--- src/rtl/uart_pkg.sv ---
// Shared state encoding, default sizing and helpers for the UART transmit scheduler.
package uart_pkg;

  typedef enum logic [1:0] {
    ST_IDLE,
    ST_START,
    ST_WAIT_BUSY,
    ST_WAIT_DONE
  } sched_state_e;

  localparam int UART_DATA_W      = 9;
  localparam int UART_ACK_TIMEOUT = 64;

  function automatic logic [7:0] sat_inc8(input logic [7:0] value);
    return (value == 8'hFF) ? value : value + 8'd1;
  endfunction

endpackage

--- src/rtl/rr_arbiter.sv ---
// Combinational round-robin picker: the first active request at or after ptr wins,
// and the search wraps from the last requester back to zero.
module rr_arbiter import uart_pkg::*; #(
  parameter int NUM_REQ = 4,
  parameter int ID_W    = $clog2(NUM_REQ)
) (
  input  logic [NUM_REQ-1:0] req,
  input  logic [ID_W-1:0]    ptr,
  output logic [NUM_REQ-1:0] grant,
  output logic [ID_W-1:0]    grant_idx,
  output logic               any_valid
);

  logic [ID_W-1:0] idx;

  always_comb begin
    grant     = '0;
    grant_idx = '0;
    any_valid = 1'b0;
    idx       = '0;
    for (int i = 0; i < NUM_REQ; i++) begin
      idx = ID_W'((int'(ptr) + i) % NUM_REQ);
      if (!any_valid && req[idx]) begin
        any_valid   = 1'b1;
        grant[idx]  = 1'b1;
        grant_idx   = idx;
      end
    end
  end

endmodule

--- src/rtl/uart_tx_scheduler.sv ---
// Shares one UART transmitter between NUM_REQ requesters: round-robin acceptance,
// a single start pulse per frame, and a start-acknowledge watchdog.
module uart_tx_scheduler import uart_pkg::*; #(
  parameter  int NUM_REQ     = 4,
  parameter  int DATA_W      = UART_DATA_W,
  parameter  int ACK_TIMEOUT = UART_ACK_TIMEOUT,
  localparam int ID_W        = $clog2(NUM_REQ)
) (
  input  logic                      clk,
  input  logic                      rst_n,
  input  logic [NUM_REQ-1:0]        req_valid,
  input  logic [NUM_REQ*DATA_W-1:0] req_data,
  output logic [NUM_REQ-1:0]        req_ready,
  output logic                      tx_start,
  output logic [DATA_W-1:0]         tx_data,
  input  logic                      tx_busy,
  output logic [ID_W-1:0]           grant_id,
  output logic                      grant_valid,
  output logic                      err_timeout,
  output logic [7:0]                err_count
);

  localparam int CNT_W = (ACK_TIMEOUT > 1) ? $clog2(ACK_TIMEOUT) : 1;
  localparam logic [CNT_W-1:0] CNT_MAX = CNT_W'(ACK_TIMEOUT - 1);

  sched_state_e       state_q, state_d;
  logic [ID_W-1:0]    rr_ptr_q, rr_ptr_d;
  logic [DATA_W-1:0]  tx_data_q, tx_data_d;
  logic [ID_W-1:0]    grant_id_q, grant_id_d;
  logic               grant_valid_q, grant_valid_d;
  logic [CNT_W-1:0]   cnt_q, cnt_d;
  logic [7:0]         err_count_q, err_count_d;

  logic [NUM_REQ-1:0] arb_grant;
  logic [ID_W-1:0]    arb_idx;
  logic               arb_any;

  rr_arbiter #(
    .NUM_REQ (NUM_REQ),
    .ID_W    (ID_W)
  ) u_arb (
    .req       (req_valid),
    .ptr       (rr_ptr_q),
    .grant     (arb_grant),
    .grant_idx (arb_idx),
    .any_valid (arb_any)
  );

  always_ff @(posedge clk or negedge rst_n) begin
    if (!rst_n) begin
      state_q       <= ST_IDLE;
      rr_ptr_q      <= '0;
      tx_data_q     <= '0;
      grant_id_q    <= '0;
      grant_valid_q <= 1'b0;
      cnt_q         <= '0;
      err_count_q   <= '0;
    end else begin
      state_q       <= state_d;
      rr_ptr_q      <= rr_ptr_d;
      tx_data_q     <= tx_data_d;
      grant_id_q    <= grant_id_d;
      grant_valid_q <= grant_valid_d;
      cnt_q         <= cnt_d;
      err_count_q   <= err_count_d;
    end
  end

  // Acceptance is gated by rst_n so req_ready stays low while reset is held.
  always_comb begin
    state_d       = state_q;
    rr_ptr_d      = rr_ptr_q;
    tx_data_d     = tx_data_q;
    grant_id_d    = grant_id_q;
    grant_valid_d = grant_valid_q;
    cnt_d         = cnt_q;
    err_count_d   = err_count_q;
    req_ready     = '0;
    tx_start      = 1'b0;
    err_timeout   = 1'b0;

    case (state_q)
      ST_IDLE: begin
        if (arb_any && rst_n) begin
          req_ready     = arb_grant;
          grant_id_d    = arb_idx;
          grant_valid_d = 1'b1;
          rr_ptr_d      = (arb_idx == ID_W'(NUM_REQ - 1)) ? '0 : arb_idx + 1'b1;
          state_d       = ST_START;
          for (int i = 0; i < NUM_REQ; i++) begin
            if (arb_grant[i]) begin
              tx_data_d = req_data[i*DATA_W +: DATA_W];
            end
          end
        end
      end

      ST_START: begin
        tx_start = 1'b1;
        cnt_d    = '0;
        state_d  = ST_WAIT_BUSY;
      end

      // tx_busy is only honoured from here on; a busy seen during START is ignored.
      ST_WAIT_BUSY: begin
        if (tx_busy) begin
          state_d = ST_WAIT_DONE;
        end else if (cnt_q == CNT_MAX) begin
          err_timeout   = 1'b1;
          err_count_d   = sat_inc8(err_count_q);
          grant_valid_d = 1'b0;
          state_d       = ST_IDLE;
        end else begin
          cnt_d = cnt_q + 1'b1;
        end
      end

      ST_WAIT_DONE: begin
        if (!tx_busy) begin
          grant_valid_d = 1'b0;
          state_d       = ST_IDLE;
        end
      end

      default: begin
        state_d = ST_IDLE;
      end
    endcase
  end

  assign tx_data     = tx_data_q;
  assign grant_id    = grant_id_q;
  assign grant_valid = grant_valid_q;
  assign err_count   = err_count_q;

endmodule

--- config.mk ---
export PLATFORM = sky130hd
export DESIGN_NAME = uart_tx_scheduler
export DESIGN_NICKNAME = d
export VERILOG_FILES = /design/src/rtl/uart_pkg.sv /design/src/rtl/rr_arbiter.sv /design/src/rtl/uart_tx_scheduler.sv
export SDC_FILE = /design/constraint.sdc
export NUM_CORES = 1
export LEC_CHECK = 0
export ABC_AREA = 1
export CORE_ASPECT_RATIO = 1.1
export CORE_UTILIZATION = 40
export CTS_BUF_LIST = sky130_fd_sc_hd__clkbuf_4
export CTS_CLUSTER_DIAMETER = 50
export CTS_CLUSTER_SIZE = 16
export DETAILED_ROUTE_END_ITERATION = 7
export DONT_BUFFER_PORTS = 1
export SLEW_MARGIN = 10
export SYNTH_ARGS = -nofsm -noshare
export SYNTH_HDL_FRONTEND = slang
export SYNTH_SLANG_ARGS = --single-unit
--- constraint.sdc ---
create_clock -name clk -period 2 [get_ports clk]
set_input_delay 0.2 -clock clk [delete_from_list [all_inputs] [get_ports clk]]
set_output_delay 0.2 -clock clk [all_outputs]
set_load 0.005 [all_outputs]
# Yosys cells after proc, flatten, opt, wreduce, memory -nomap -nowiden
# Index checks and enable logic that the tools add are counted.
[classes]
n_addsub = 6
magnitude_cmp = 8
bitwise_logic = 5
multipliers = 0
eq_ne = 12
n_div = 0
mux = 52
reduce_logical = 21
shift = 0
[ops]
columns = ["operator", "n"]
rows = [
  ["$mux W9", 4],
  ["$mux W4", 6],
  ["$mux W1", 20],
  ["$mux W2", 9],
  ["$lt A2 B3 Y1 const B", 4],
  ["$mux W6", 2],
  ["$or A4 B4 Y4", 3],
  ["$pmux W6 S2", 1],
  ["$ne A2 B2 Y1 const B", 5],
  ["$reduce_and A3 Y1", 3],
  ["$add A8 B1 Y8 const B", 1],
  ["$bmux W1 S2", 4],
  ["$demux W1 S2", 4],
  ["$eq A8 B8 Y1 const B", 1],
  ["$ge A2 B1 Y1 const B", 4],
  ["$logic_and A1 B1 Y1", 8],
  ["$pmux W2 S4", 1],
  ["$add A6 B1 Y6 const B", 1],
  ["$eq A2 B2 Y1 const B", 3],
  ["$eq A6 B6 Y1 const B", 1],
  ["$reduce_and A5 Y1", 1],
  ["$add A2 B1 Y2 const B", 2],
  ["$add A2 B2 Y2 const B", 2],
  ["$reduce_and A4 Y1", 1],
  ["other kinds (10)", 13],
]
[totals]
mem_count = 0
input_bits = 43
romBits = 0
mem_bits_rw = 0
latchBits = 0
regBits = 30

# Longest topological paths before layout
# Gate-level depths: netlist of run 1.
[logic_depth]
depth_word = 16
ltp_mapped = 17

# By module
# A second synthesis of run 1 with hierarchy kept.
[unflattened]
cells_unflattened = 329
hier_area_um2 = 2367.3
[modules_own_cells]
columns = ["mod", "seq_area_each_um2", "cells_each", "area_each_um2", "n_inst"]
rows = [
  ["uart_tx_scheduler", 750.7, 255, 1926.8, 1],
  ["rr_arbiter", 0.0, 74, 440.4, 1],
]

# Worst setup path before layout of run 1
# No wires, ideal clock.
[synth_path]
path_type = "register -> output"
start = "register rr_ptr_q[1]"
end = "output req_ready[3]"
n_path_buf = 2
slack_ps = -174
t_arrival_ps = 1974
path_stages_with_launch = 13
required_ps = 1800
path_cell_list = "dfrtp_1 -> inv_1 -> ha_1 -> inv_1 -> nand3_1 -> nand2_1 -> nor2_4 -> a21oi_1 -> nand3_1 -> buf_4 -> buf_4 -> nand2_1 -> inv_1"
[synth_between]
elab_chain_len = 15
word_cells_on_any_way = 51
[synth_lines]
columns = ["element", "line_no", "text"]
rows = [
  ["start, declared", "uart_tx_scheduler.sv:27", "logic [ID_W-1:0] rr_ptr_q, rr_ptr_d;"],
  ["start signal, assigned", "uart_tx_scheduler.sv:60", "rr_ptr_q <= rr_ptr_d;"],
  ["branches (longest 13 deep; another with $lt A2 B3 Y1)", "--", ""],
  ["$mux W4 *", "uart_tx_scheduler.sv:84", "if (arb_any && rst_n) begin"],
  ["$mux W4 *", "uart_tx_scheduler.sv:82", "case (state_q)"],
  ["end, declared", "uart_tx_scheduler.sv:13", "output logic [NUM_REQ-1:0] req_ready,"],
]
# Every way passes the cells marked *. The select of a mux whose other input is x is not followed.

==> reports/summary.md, run 1 <==
In this run the worst hold path is classified as in -> reg. The average vias per placed instance is 4.969. Setup repair after global routing could not meet its margin everywhere. At the end of routability-driven placement, the weighted congestion stood at 0.8127. The checks that failed: negative setup slack. The final critical-path share of the clock period is 1.104. The run gives 0 as the global route total overflow.

Dividing total power by cell area gives a power density of 1881 nW/um2. The worst setup path is captured at an output port. 0 antenna diodes ended up in the layout. The average size of a mapped cell is 7.388 um2, and the count of endpoints failing setup in the final report is 15. The floorplan step defined a die boundary enclosing 6317 um2.

The run gives 4.308 mm as the HPWL after detailed placement. The worst ir drop on vdd is 0.0009449 V. dfrtp_1 takes more of the synthesized area than any other cell. The die is 83.26 um tall. With fillers left out, the area of the finished cells amounts to 3053 um2. For the leakage power, the log shows 1.649 nW. The register bit count reported by yosys is 30, and the count of boundary I/O pins is 69. At the pin with the least slew margin, the transition time is 0.2734 ns. The fraction of synthesis flops using an asynchronous set or reset pin came out at 1.000.

At the end of the flow, the number of nets in the layout was 427. The logs give 5.742 mW for the post-route total power and 0 for the number of hold violations in the final report. In this run the register-to-register setup slack is -0.16 ns. The minimum setup slack in the final design is -0.2072 ns. The cell count after synthesis came out at 325. The die is 75.87 um wide. For the worst slew slack as a fraction of its limit, the log shows 0.8158. TritonCTS built the clock tree.

The share of layout cells above drive strength 1 was 0.3289. The clock tree synthesis step divided the H-tree into 2 levels. After detailed routing, the total wire length is 5.885 mm. The total of warnings raised by yosys is 0, and the maximum clock insertion buffer count is 2.

Buffers inserted during clock tree synthesis total 5. The tools report the maximum number of pins on one net before global-route repair as 31. Clock-pin slew was measured on the worst setup and hold paths at 0.10 ns. The floorplan step defined a core boundary enclosing 5769 um2.

The number of antenna violations at the first check in global routing was 0; the maximum frequency from static timing analysis was 0.4531 GHz. The total of buffers placed on input and output ports came out at 0. The area share of the largest cell type after synthesis works out to 0.3127.

The number of global-route vias before repair came out at 2157. The first detailed-routing pass took 4 iterations. The peak fanout along the critical path works out to 5. After floorplanning, the core was divided into 29 placement rows. Most common flop cell mapped by yosys: dfrtp_1. The count of flip-flops with a built-in enable after synthesis is 0, and the count of maximum capacitance violations is 0. The routed layout has 2241 vias.

For the first-iteration detailed-routing DRC count, the log shows 57. Sorting the synthesized cells by how often they occur yields nand2_1 (77), inv_1 (54), nand3_1 (49). Most frequent cell after synthesis: nand2_1. The cell area that synthesis handed to floorplanning was 2401 um2.

Clock sink count: 30. The post-detailed-route wirelength per cell came out at 13.05 um. The run gives 1.80 ns as the required time at the worst-slack endpoint. The initial cell density of the core came out at 0.4162. In the post-synthesis netlist, the biggest area contributors are dfrtp_1 (31%), nand2_1 (12%), nand3_1 (10%), inv_1 (8.4%), ha_1 (5.7%).

When the netlist entered floorplanning its net count stood at 379. The total of fill cells in the finished design came out at 570. The signed area change from the synthesized netlist to the final layout came out at 27.15%. Between clock sinks in the finished design, the worst skew comes to 0.008467 ns. The insertion delay of the later-clocked pin in the worst-skew pair was 0.33 ns; the final number of max-transition violations was 0. Critical path launch point type: a flop. Subtracting the final worst setup slack from the clock period gives 2.207 ns.

The sequential cell area fraction in the yosys report is 0.3127, and the distinct cell type count of the synthesized netlist is 33. The root buffer cell chosen for the clock tree is clkbuf_4. The wire length of the first global-routing pass came out at 9.487 mm. For the cell area after placement, the log shows 2739 um2. For the signal arrival time at the worst endpoint, the log shows 2.01 ns. Across all hold checks on the routed design, the worst slack comes to 0.07692 ns.

For this run, design rule violations remaining after detail routing come to 0. The count of nets left with antenna violations once routing finished came out at 0. The worst setup path is of the reg -> out kind. The flow ran to the end, but the final reports show violations. The run gives 0.1918 as the total global-route track usage.
==> worst max-delay path: stages (launching register included) <==
cell	delay (ns)
dfrtp_1	0.43
inv_4	0.06
ha_4	0.27
inv_4	0.09
nand3_2	0.08
nand2_2	0.10
nor2_4	0.06
buf_6	0.11
nand2_4	0.05
nand2_4	0.06
nor2_8	0.11
nand2_4	0.06
buf_6	0.11
nand2_2	0.06
inv_2	0.03
==> where the power goes <==
| group | total, mW | internal (mW) | switching [mW] | leakage [nW] |
|---|---|---|---|---|
| sequential | 0.932 | 0.787 | 0.145 | 0.390 |
| combinational | 4.46 | 1.92 | 2.54 | 1.23 |
| clock | 0.351 | 0.130 | 0.220 | 0.0286 |
| total | 5.74 | 2.84 | 2.90 | 1.65 |
==> area by class of cell <==
| type | count | area, um2 | share of cell area |
|---|---|---|---|
| clock buffer | 5 | 37.54 | 0.01230 |
| clock inverter | 3 | 16.27 | 0.005328 |
| inverter | 59 | 229.0 | 0.07500 |
| multi-input combinational | 233 | 1520 | 0.4980 |
| sequential | 30 | 752.0 | 0.2463 |
| tap | 77 | 96.34 | 0.03156 |
| timing repair buffer | 44 | 401.6 | 0.1316 |
==> stage by stage <==
stage          instances  setup WS [ns]  TNS (ns)  utilization
6_report             451        -0.2072    -2.245       0.5292
5_1_grt              451        -0.2895    -3.882       0.5292
4_1_cts              450        -0.2099    -2.349       0.5190
3_5_place_dp         427       -0.08386   -0.4194       0.4747
3_3_place_gp         427       -0.02443  -0.08756       0.4747
2_1_floorplan        325        0.02022         0            -
==> timing repair <==
item                                    in CTS  in global routing
hold buffers                                 2                  0
buffers inserted                            11                  1
gates cloned                                 2                  0
endpoints found under the hold margin       30                  0
endpoints found under the setup margin      13                 23
pin swaps                                   11                  9
gates resized for setup                     25                 17
==> kinds of logic (layout without fill, tap and decap cells) <==
| family | after synthesis | in the layout | synth area share |
|---|---|---|---|
| AO/OA/AOI/OAI | 34 | 35 | 0.08547 |
| XOR/XNOR | 8 | 8 | 0.02918 |
| adder cells (fa/ha/maj) | 11 | 11 | 0.05732 |
| buffers and inverters | 64 | 111 | 0.1110 |
| flip-flops | 30 | 30 | 0.3127 |
| multiplexers | 1 | 1 | 0.004690 |
| AND/OR/NAND/NOR | 177 | 178 | 0.3997 |
==> metal layers <==
metal | wire length (um) | global-route usage | vias to the layer above
li1 | - | - | 1132
met1 | 2623 | 0.2337 | 1050
met2 | 2872 | 0.3258 | 49
met3 | 296 | 0.04126 | 10
met4 | 93 | 0.06397 | 0
met5 | 0 | 0 | -
==> state kept, by name, indices dropped and copies added, names as in the netlist, named ones only <==
signal	flops
grant_valid	1
rr_ptr_q	1
grant_id	2
tx_data	9
state_q	2
err_count	8
cnt_q	6
==> final timing paths <==
path,start,endpoint,depth (start not counted)
setup / recovery,flop,req_ready[1],14
hold / removal,req_data[35],tx_data[8]$_DFFE_PN0P_,4
setup reg to reg,flop,tx_data[5]$_DFFE_PN0P_,16
hold reg to reg,tx_data[3]$_DFFE_PN0P_,tx_data[3]$_DFFE_PN0P_,2
max in group asynchronous,rst_n,rr_ptr_q[1]$_DFFE_PN0P_,2
min in group asynchronous,rst_n,tx_data[3]$_DFFE_PN0P_,2
==> layout by cell type, fill, tap and decap left out, types with 2 or more instances in the layout <==
master and n:
a21boi_0 2, a21oi_1 18, buf_12 4, buf_4 34
buf_6 5, clkbuf_4 5, dfrtp_1 29, ha_1 9
inv_1 48, inv_2 8, inv_4 3, nand2_1 64
nand2_2 24, nand2_4 9, nand3_1 42, nand3_2 7
nand3_4 2, nand4_1 7, nor2_1 4, nor2_2 3
nor2_4 3, nor2_8 3, nor3_1 5, o21ai_0 7
xnor2_1 5, xor2_1 3
Power figures use the tool's default switching activity.
==> run 2: changes to the inputs <==
--- a/config.mk
+++ b/config.mk
@@ -13,6 +13,7 @@
 export CTS_CLUSTER_SIZE = 16
 export DETAILED_ROUTE_END_ITERATION = 7
 export DONT_BUFFER_PORTS = 1
+export REMOVE_ABC_BUFFERS = 1
 export SLEW_MARGIN = 10
 export SYNTH_ARGS = -nofsm -noshare
 export SYNTH_HDL_FRONTEND = slang
==> run 2 against run 1 <==
The flow still finishes with violations (negative setup slack). Clock skew decreased by 0.0017 ns. Wire length increased by 2.4%. Fmax increased by 0.40%. Final cell count unchanged. Hold slack improved by 0.020 ns. Count of clock-buffer cells in the layout unchanged. Die area unchanged.
==> reports/summary.md, run 2 (synthesis gave the netlist of run 1 again) <==
The signal on the critical path passes through inv_4 -> ha_4 -> inv_6 -> buf_6 -> nand2_4 -> nand2_4 -> buf_6 -> o21ai_4 -> nor2_8 -> buf_6 -> nand2_2 -> inv_2. The run gives 0.1996 (+0.007732) as the total global-route track usage. The clock sink count was 30 (unchanged); the via total after detailed routing was 2246 (+0.22%).

The total of buffers placed on input and output ports is 0 (unchanged), and the required time at the worst-slack endpoint is 1.80 ns (about the same). The wire length of the first global-routing pass came out at 9.680 mm (+2.0%). The critical path launch point type was a flop. The total power density per cell area is 1964 nW/um2 (+4.4%), and the standard-cell row count is 29 (unchanged).

The count of maximum capacitance violations is 0 (unchanged), and the chip width is 75.87 um (unchanged). The maximum number of pins on one net before global-route repair was 31 (unchanged). The actual transition at the worst max-transition pin is 0.3947 ns (+0.1213 ns), and the post-place setup slack is -0.1508 ns (-0.06694 ns). Setup repair after global routing could not meet its margin everywhere. The minimum clock period works out to 2.198 ns (-0.008731 ns). The routability congestion estimate from global placement came out at 0.8820 (+8.5%). The antenna diode count is 0 (unchanged), and the post-detailed-route DRC marker count is 0 (unchanged). The cell seen most often among critical-path stages is buf_6. The slowest stage of the critical path is the dfrtp_1 cell. The HPWL after detailed placement is 4.257 mm (-1.2%), and the count of boundary I/O pins is 69 (unchanged). The signal arrival time at the worst endpoint was 2.00 ns (about the same). The startpoint identified for the worst hold timing path is req_data[31].

The run finished, with violations left. The final reports fail on negative setup slack. The first-iteration detailed-routing DRC count is 120 (+110%).

The run gives 0.4549 GHz (+0.40%) as the maximum frequency from static timing analysis. For the number of global-route vias before repair, the log shows 2137 (-0.93%). The run gives 0.33 ns (about the same) as the insertion delay of the later-clocked pin in the worst-skew pair. The leakage power is 1.768 nW (+7.2%). The cell sitting at the root of the clock tree is a clkbuf_4. Leaving out fill and tap cells, the most frequent cell in the layout is nand2_1.

STA classifies the critical path endpoint as an output port. The peak fanout along the critical path is 5 (unchanged), and the initial cell density of the core is 0.4162 (unchanged). The tools report the final instance count without filler cells as 451 (unchanged). The post-detailed-route wirelength per cell was 13.36 um (+2.4%). The worst slew slack as a fraction of its limit is 0.7341 (-0.08171).

TritonCTS built the clock tree. The number of hold violations in the final report was 0 (unchanged); the routed wire length was 6.024 mm (+2.4%). The average vias per placed instance works out to 4.980 (+0.22%). The run gives 2 (unchanged) as the maximum clock insertion buffer count. The number of flip-flops in the largest register is 9 (unchanged). The die outline area was 6317 um2 (unchanged); the post-route antenna net violation count was 0 (unchanged). In the layout the commonest cells are nand2_1 (57), inv_1 (48), nand3_1 (31), dfrtp_1 (30), buf_4 (30). The total instance count after detailed placement came out at 430 (+0.70%). The share of layout cells above drive strength 1 came out at 0.3690 (+0.04011). The logs give 528 (-7.4%) for the total of fill cells in the finished design and -0.1985 ns (+0.008731 ns) for the minimum setup slack in the final design. For the flop-to-flop setup slack, the log shows -0.13 ns (+0.03 ns). The final critical-path share of the clock period came out at 1.099 (-0.004366). The setup path with the least slack is of type reg -> out. The logs give 1647 um2 (+8.3%) for the area of combinational cells with multiple inputs and 0.0008262 V (-13%) for the worst ir drop on vdd.

The longest individual stage delay on the worst path was 0.41 ns (-0.02 ns); the worst reg-to-reg path cell count was 14 (-2). The worst hold path terminates at tx_data[4]$_DFFE_PN0P_. Register area: 750.7 um2 (-0.17%). The vertical die dimension was 83.26 um (unchanged); the count of endpoints failing setup in the final report was 16 (+1).

The logs give 0 (unchanged) for the global route total overflow and 6.370 mW (+11%) for the post-route total power. The run gives 2 (unchanged) as the maximum level of the CTS H-tree. The tightest min-delay check is of the in -> reg type. The worst clock skew on the final layout came out at 0.006733 ns (-0.001734 ns).

The worst reg2reg path endpoint is rr_ptr_q[1]$_DFFE_PN0P_. The clock transition at the registers of the reported paths is 0.10 ns (about the same), and the number of CTS-inserted buffers is 5 (unchanged). The final number of max-transition violations was 0 (unchanged).

The hold-critical path depth was 4 (unchanged). The tools report the number of nets in the final layout as 427 (unchanged). The signed area change from the synthesized netlist to the final layout is 35.07%. The core region area was 5769 um2 (unchanged). The iteration count of the initial detailed-routing pass is 4 (unchanged).

The number of antenna violations at the first check in global routing is 0 (unchanged).
-- run 2: report_power, final --
group	switching [mW]	total, mW	leakage [nW]	internal, mW
Sequential	0.147	0.932	0.391	0.785
Clock	0.220	0.605	0.0528	0.385
Combinational	2.74	4.83	1.32	2.09
Total	3.11	6.37	1.77	3.26
-- run 2: timing repair --
item                                   4_1_cts  5_1_grt
resized for setup                           34       51
gates cloned                                 2        0
hold buffers                                 2        0
pin swaps                                   16       27
endpoints found under the hold margin       30        0
buffers inserted                             7        3
setup endpoints to repair                   17       22
-- run 2: area by class of cell --
type / count / area share
clock inverters: 3 / 0.01968
well taps: 77 / 0.02971
multi-input cells: 233 / 0.5077
inverters: 59 / 0.07292
flip-flops and latches: 30 / 0.2315
repair buffers: 44 / 0.1269
clock buffers: 5 / 0.01157
-- run 2: metrics by stage --
step	hold slack, ns	instance area [um2]	TNS [ns]	utilization
floorplan	-0.09559	2359	-4.477	-
global placement	-0.09501	2715	-0.8610	0.4706
detailed placement	-0.09515	2715	-1.229	0.4706
CTS	0.07582	3022	-1.600	0.5237
global route	0.09210	3243	-4.171	0.5621
finish	0.09651	3243	-1.979	0.5621
-- run 2: worst max path at each step --
stage	endpoint	slack (ns)	cells after the start	startpoint
6_report	req_ready[0]	-0.20	12	flop
5_1_grt	req_ready[0]	-0.32	12	flop
4_1_cts	req_ready[3]	-0.21	12	flop
3_5_place_dp	tx_data[1]$_DFFE_PN0P_	-0.15	17	flop
3_3_place_gp	tx_data[5]$_DFFE_PN0P_	-0.11	17	flop
2_1_floorplan	tx_data[0]$_DFFE_PN0P_	-0.45	13	rr_ptr_q[1]$_DFFE_PN0P_
-- run 2: metal layers --
layer / share of wire / GRT usage
met1: 0.43 / 0.2533
met2: 0.52 / 0.3274
met3: 0.040 / 0.04005
met4: 0.012 / 0.07239
met5: 0 / 0
-- run 2: worst max-delay path, delay by kind of cell (launching register included) --
kind,cells,cell delay [ns]
buffers and inverters,6,0.51
adder cells (fa/ha/maj),1,0.31
flip-flops,1,0.41
AO/OA/AOI/OAI,1,0.21
AND/OR/NAND/NOR,4,0.22
